## config.mk

```make
export PLATFORM = sky130hd
export DESIGN_NAME = tug_match_ctrl
export DESIGN_NICKNAME = d
export VERILOG_FILES = /design/src/rtl/tug_match_ctrl.sv
export SDC_FILE = /design/constraint.sdc
export NUM_CORES = 1
export LEC_CHECK = 0
export ABC_AREA = 1
export BUFFER_PORTS_ARGS = -buffer_cell sky130_fd_sc_hd__clkbuf_2
export CAP_MARGIN = 20
export CORE_MARGIN = 1.5
export CORE_UTILIZATION = 38
export DETAILED_ROUTE_END_ITERATION = 8
export HOLD_SLACK_MARGIN = 0.05
export PLACE_DENSITY_LB_ADDON = 0.08
export SYNTH_ARGS = -nofsm -noshare
export SYNTH_HDL_FRONTEND = slang
export SYNTH_SLANG_ARGS = --single-unit
```

## constraint.sdc

```tcl
create_clock -name clk -period 1.5 [get_ports clk]
set_clock_uncertainty 0.05 [all_clocks]
set_input_delay 0.3 -clock clk [delete_from_list [all_inputs] [get_ports clk]]
set_output_delay 0.3 -clock clk [all_outputs]
set_load 0.005 [all_outputs]
```

## src/rtl/tug_match_ctrl.sv

```systemverilog
// Tug-of-war match controller: sequences countdown, play, round hold and match end,
// gates player presses into the light chain and keeps the score.
module tug_match_ctrl #(
   parameter int unsigned SCORE_W       = 3,
   parameter int unsigned WIN_SCORE     = 7,
   parameter int unsigned CNT_W         = 4,
   parameter int unsigned COUNTDOWN_CYC = 4,
   parameter int unsigned HOLD_CYC      = 3
) (
   input  logic               clk,
   input  logic               reset,
   input  logic               start,
   input  logic               L_in,
   input  logic               R_in,
   input  logic               left_win,
   input  logic               right_win,
   output logic               L_out,
   output logic               R_out,
   output logic               field_reset,
   output logic [SCORE_W-1:0] score_l,
   output logic [SCORE_W-1:0] score_r,
   output logic               match_over,
   output logic               winner
);

   typedef enum logic [2:0] {
      IDLE,
      COUNTDOWN,
      PLAY,
      ROUND_END,
      MATCH_OVER
   } state_t;

   localparam logic [SCORE_W-1:0] WIN_S     = SCORE_W'(WIN_SCORE);
   localparam logic [CNT_W-1:0]   CD_LOAD   = CNT_W'(COUNTDOWN_CYC - 1);
   localparam logic [CNT_W-1:0]   HOLD_LOAD = CNT_W'(HOLD_CYC - 1);

   state_t             state, state_nx;
   logic [CNT_W-1:0]   timer, timer_nx;
   logic [SCORE_W-1:0] score_l_nx, score_r_nx;
   logic               winner_nx;
   logic [SCORE_W-1:0] inc_l, inc_r;

   assign inc_l = score_l + SCORE_W'(1);
   assign inc_r = score_r + SCORE_W'(1);

   always_ff @(posedge clk or negedge reset) begin
      if (!reset) begin
         state   <= IDLE;
         timer   <= '0;
         score_l <= '0;
         score_r <= '0;
         winner  <= 1'b0;
      end else begin
         state   <= state_nx;
         timer   <= timer_nx;
         score_l <= score_l_nx;
         score_r <= score_r_nx;
         winner  <= winner_nx;
      end
   end

   always_comb begin
      state_nx   = state;
      timer_nx   = timer;
      score_l_nx = score_l;
      score_r_nx = score_r;
      winner_nx  = winner;
      case (state)
         IDLE, MATCH_OVER: begin
            if (start) begin
               state_nx   = COUNTDOWN;
               timer_nx   = CD_LOAD;
               score_l_nx = '0;
               score_r_nx = '0;
            end
         end
         COUNTDOWN: begin
            if (timer == '0) state_nx = PLAY;
            else             timer_nx = timer - CNT_W'(1);
         end
         PLAY: begin
            // Simultaneous edge hits are a tie: replay the round without scoring.
            if (left_win && right_win) begin
               state_nx = ROUND_END;
               timer_nx = HOLD_LOAD;
            end else if (left_win) begin
               score_l_nx = inc_l;
               if (inc_l == WIN_S) begin
                  state_nx  = MATCH_OVER;
                  winner_nx = 1'b0;
               end else begin
                  state_nx = ROUND_END;
                  timer_nx = HOLD_LOAD;
               end
            end else if (right_win) begin
               score_r_nx = inc_r;
               if (inc_r == WIN_S) begin
                  state_nx  = MATCH_OVER;
                  winner_nx = 1'b1;
               end else begin
                  state_nx = ROUND_END;
                  timer_nx = HOLD_LOAD;
               end
            end
         end
         ROUND_END: begin
            if (timer == '0) begin
               state_nx = COUNTDOWN;
               timer_nx = CD_LOAD;
            end else begin
               timer_nx = timer - CNT_W'(1);
            end
         end
         default: state_nx = IDLE;
      endcase
   end

   assign field_reset = (state != PLAY);
   assign match_over  = (state == MATCH_OVER);
   assign L_out       = (state == PLAY) && L_in;
   assign R_out       = (state == PLAY) && R_in;

endmodule
```

==> qor.yml <==
status: "finished, final reports clean"
synth_nets: 145
gr-total-overflow: 0
drive_gt1_frac: 0.4233
power_frac_comb: 0.563
antenna_found_initial: 0
fin_setup_tns_ps: 0
drt_iter0_drc: 22
intPower_mw: 1.225
cap_violations: 0
clk_latency_ps: 280
hold_end: "winner"
pwr-share-seq: 0.310
yosys.area.top_type: "dfrtp_1"
ys_seq_area_frac: 0.3679
critPathMaxFanout: 5
syn_area_um2: 952.2
antenna_cells: 0
die_h_um: 53.06
drc: 0
final_core_util: 0.5561
fin_cells: 191
fin_area_um2: 1277
io_pins: 18
yosys_warnings: 0
grt_max_degree: 15
cp.arrival_ps: 1140
clock_power_share: 0.127
grt_pass1_vias: 818
final-setup-viol-count: 0
root_buffer: "clkbuf_4"
cts_buffers: 3
max_freq_mhz: 670.8
timing.rr.end: "score_r[1]"
hpwl_um: 1545
worstHoldPathCells: 3
cts_tree: "built"
vias: 919
p_leak_nw: 0.6593
slew_headroom: 0.7529
avgSynthCellArea_um2: 7.213
drt-total-wl_um: 2077
htree_levels: 1
ant_nets: 0
grt_pass1_wl_um: 3553
firstDrtPassIters: 4
power_switching_mw: 1.026
rows: 17
start_util: 0.4145
place_area_um2: 1087
synthTopCellsByArea: "dfrtp_1 37%, nand2_1 16%, ha_1 7.9%"
hp-class: "in -> reg"
r2r_cells: 8
num-fill-cells: 203
place_inst: 179
start_kind: "flip-flop"
critPathCaptureType: "output pin"
final_nets: 177
r2r_start: "state[2]"
crit_required_ps: 1150
tightest_slew_ps: 370.7
syn_to_final_growth_pct: 34.17
gp_congestion: 0.7621
place.port_buffers: 17
synth-seq-cells: 14
yosysUniqueCellTypes: 21
power.share.switching: 0.4557
ff2ff_setup_slack_ps: 80
clk_pin_slew_ps: 100
core_um2: 2297
powerDensity_nw_per_um2: 1762
post_drt_wl_per_cell_um: 10.87
fp.dieW_um: 53.06
synth_top_area_share: 0.3679
clock-sinks: 14
path_class: "reg -> out"
synthCells: 132
vias_per_cell: 4.812
clock_path_buffers: 2
final_max_slew_viol_count: 0
grt_use_total: 0.1751
die_area_um2: 2815
irDropWorstVdd_mv: 1.009
fin_crit_ps: 1491
rsz0062_at_grt: "true"
fin_crit_sh: 0.9938
min-delay-start: "right_win"
hold_viol: 0
==> layout by cell type (no fill, tap or decap) <==
cell / n
nand2_4: 5
dfrtp_1: 11
or2_1: 2
dfrtp_2: 3
inv_2: 6
clkbuf_2: 15
nor2_2: 5
o21ai_1: 4
buf_4: 9
clkbuf_4: 3
o211ai_4: 1
nor3_1: 2
clkbuf_8: 1
o21ai_0: 5
ha_2: 2
inv_1: 15
ha_1: 4
nand2_1: 31
inv_8: 1
nor2_4: 4
buf_2: 2
nand3_1: 8
nand3_2: 2
nand2_2: 9
dlygate4sd3_1: 1
nor2_1: 7
o21ai_2: 1
xor2_1: 2
nand3b_1: 1
a21oi_1: 1
==> per-layer routing <==
| metal | GRT usage | wire [um] |
|---|---|---|
| met1 | 0.2122 | 971 |
| met2 | 0.3104 | 1012 |
| met3 | 0.04237 | 79 |
| met4 | 0.03846 | 14 |
| met5 | 0 | 0 |
==> cell families after synthesis <==
kind of cell    count (synthesis)  synth area share
compound gates                 12           0.07095
flops                          14            0.3679
xor+xnor                        2           0.01840
buf+inv                        22           0.08936
simple gates                   76            0.3745
fa+ha+maj                       6           0.07884
==> metrics by stage <==
| stage | hold slack (ps) | total power, mW | setup slack, ps |
|---|---|---|---|
| final | 243.7 | 2.250 | 9.278 |
| after global routing | 262.7 | 2.504 | -68.51 |
| after CTS | 247.9 | 2.126 | -20.27 |
| after detailed placement | 187.6 | 1.745 | 5.017 |
| after global placement | 188.2 | 1.724 | -8.310 |
| after floorplan | -45.59 | 1.424 | 172.5 |
==> power by group through the flow <==
stage	combinational, mW	clock, mW	sequential (mW)
2_1_floorplan	0.746	0	0.678
3_3_place_gp	1.04	0	0.688
3_5_place_dp	1.05	0	0.700
4_1_cts	1.15	0.291	0.689
5_1_grt	1.46	0.323	0.723
6_report	1.27	0.285	0.698
==> registers in the layout, summed over array words and instances, names as in the netlist <==
| signal | cells |
|---|---|
| timer | 4 |
| winner | 1 |
| score_r | 3 |
| state | 3 |
| score_l | 3 |
==> cells in the mapped netlist <==
cell      instances
dfrtp_1          14
nand2_1          40
nor2_1           12
nand3_2           1
o211ai_2          1
nor2_4            2
nand3b_1          1
a21oi_1           1
nand2_2           3
nand3_1           9
inv_1            19
inv_2             2
ha_1              6
or2_1             2
xor2_1            2
nor3_1            2
o21ai_1           4
nand2_4           2
nor2_2            2
inv_4             1
o21ai_0           6
==> cell type report <==
class                      count  area [um^2]  area share
inverter                      22        90.09     0.07052
multi-input combinational     96        599.3      0.4691
tap                           28        35.03     0.02742
sequential                    14        354.1      0.2772
timing repair buffer          27        162.7      0.1273
clock buffer                   4        36.28     0.02840
==> worst max-delay path by stage <==
stage	start	to	slack, ps
after floorplan	score_l[0]	timer[2]	170
after global placement	score_l[0]	timer[1]	-8
after detailed placement	score_l[0]	timer[1]	5
after CTS	state[0]	R_out	-20
after global routing	state[0]	R_out	-70
final	state[2]	L_out	9
==> critical path: stages, from the launching register on <==
cell	delay (ps)
dfrtp_2	440
nor2_4	140
nand2_4	90
nor2_2	80
buf_2	110
==> timing repair <==
| action | CTS | global route |
|---|---|---|
| buffers inserted | 5 | 2 |
| pin swaps | 3 | 7 |
| hold buffers | 1 | 0 |
| setup endpoints to repair | 9 | 16 |
| resized for setup | 6 | 30 |
| hold endpoints to repair | 14 | 0 |
(Power assumes the default switching activity.)
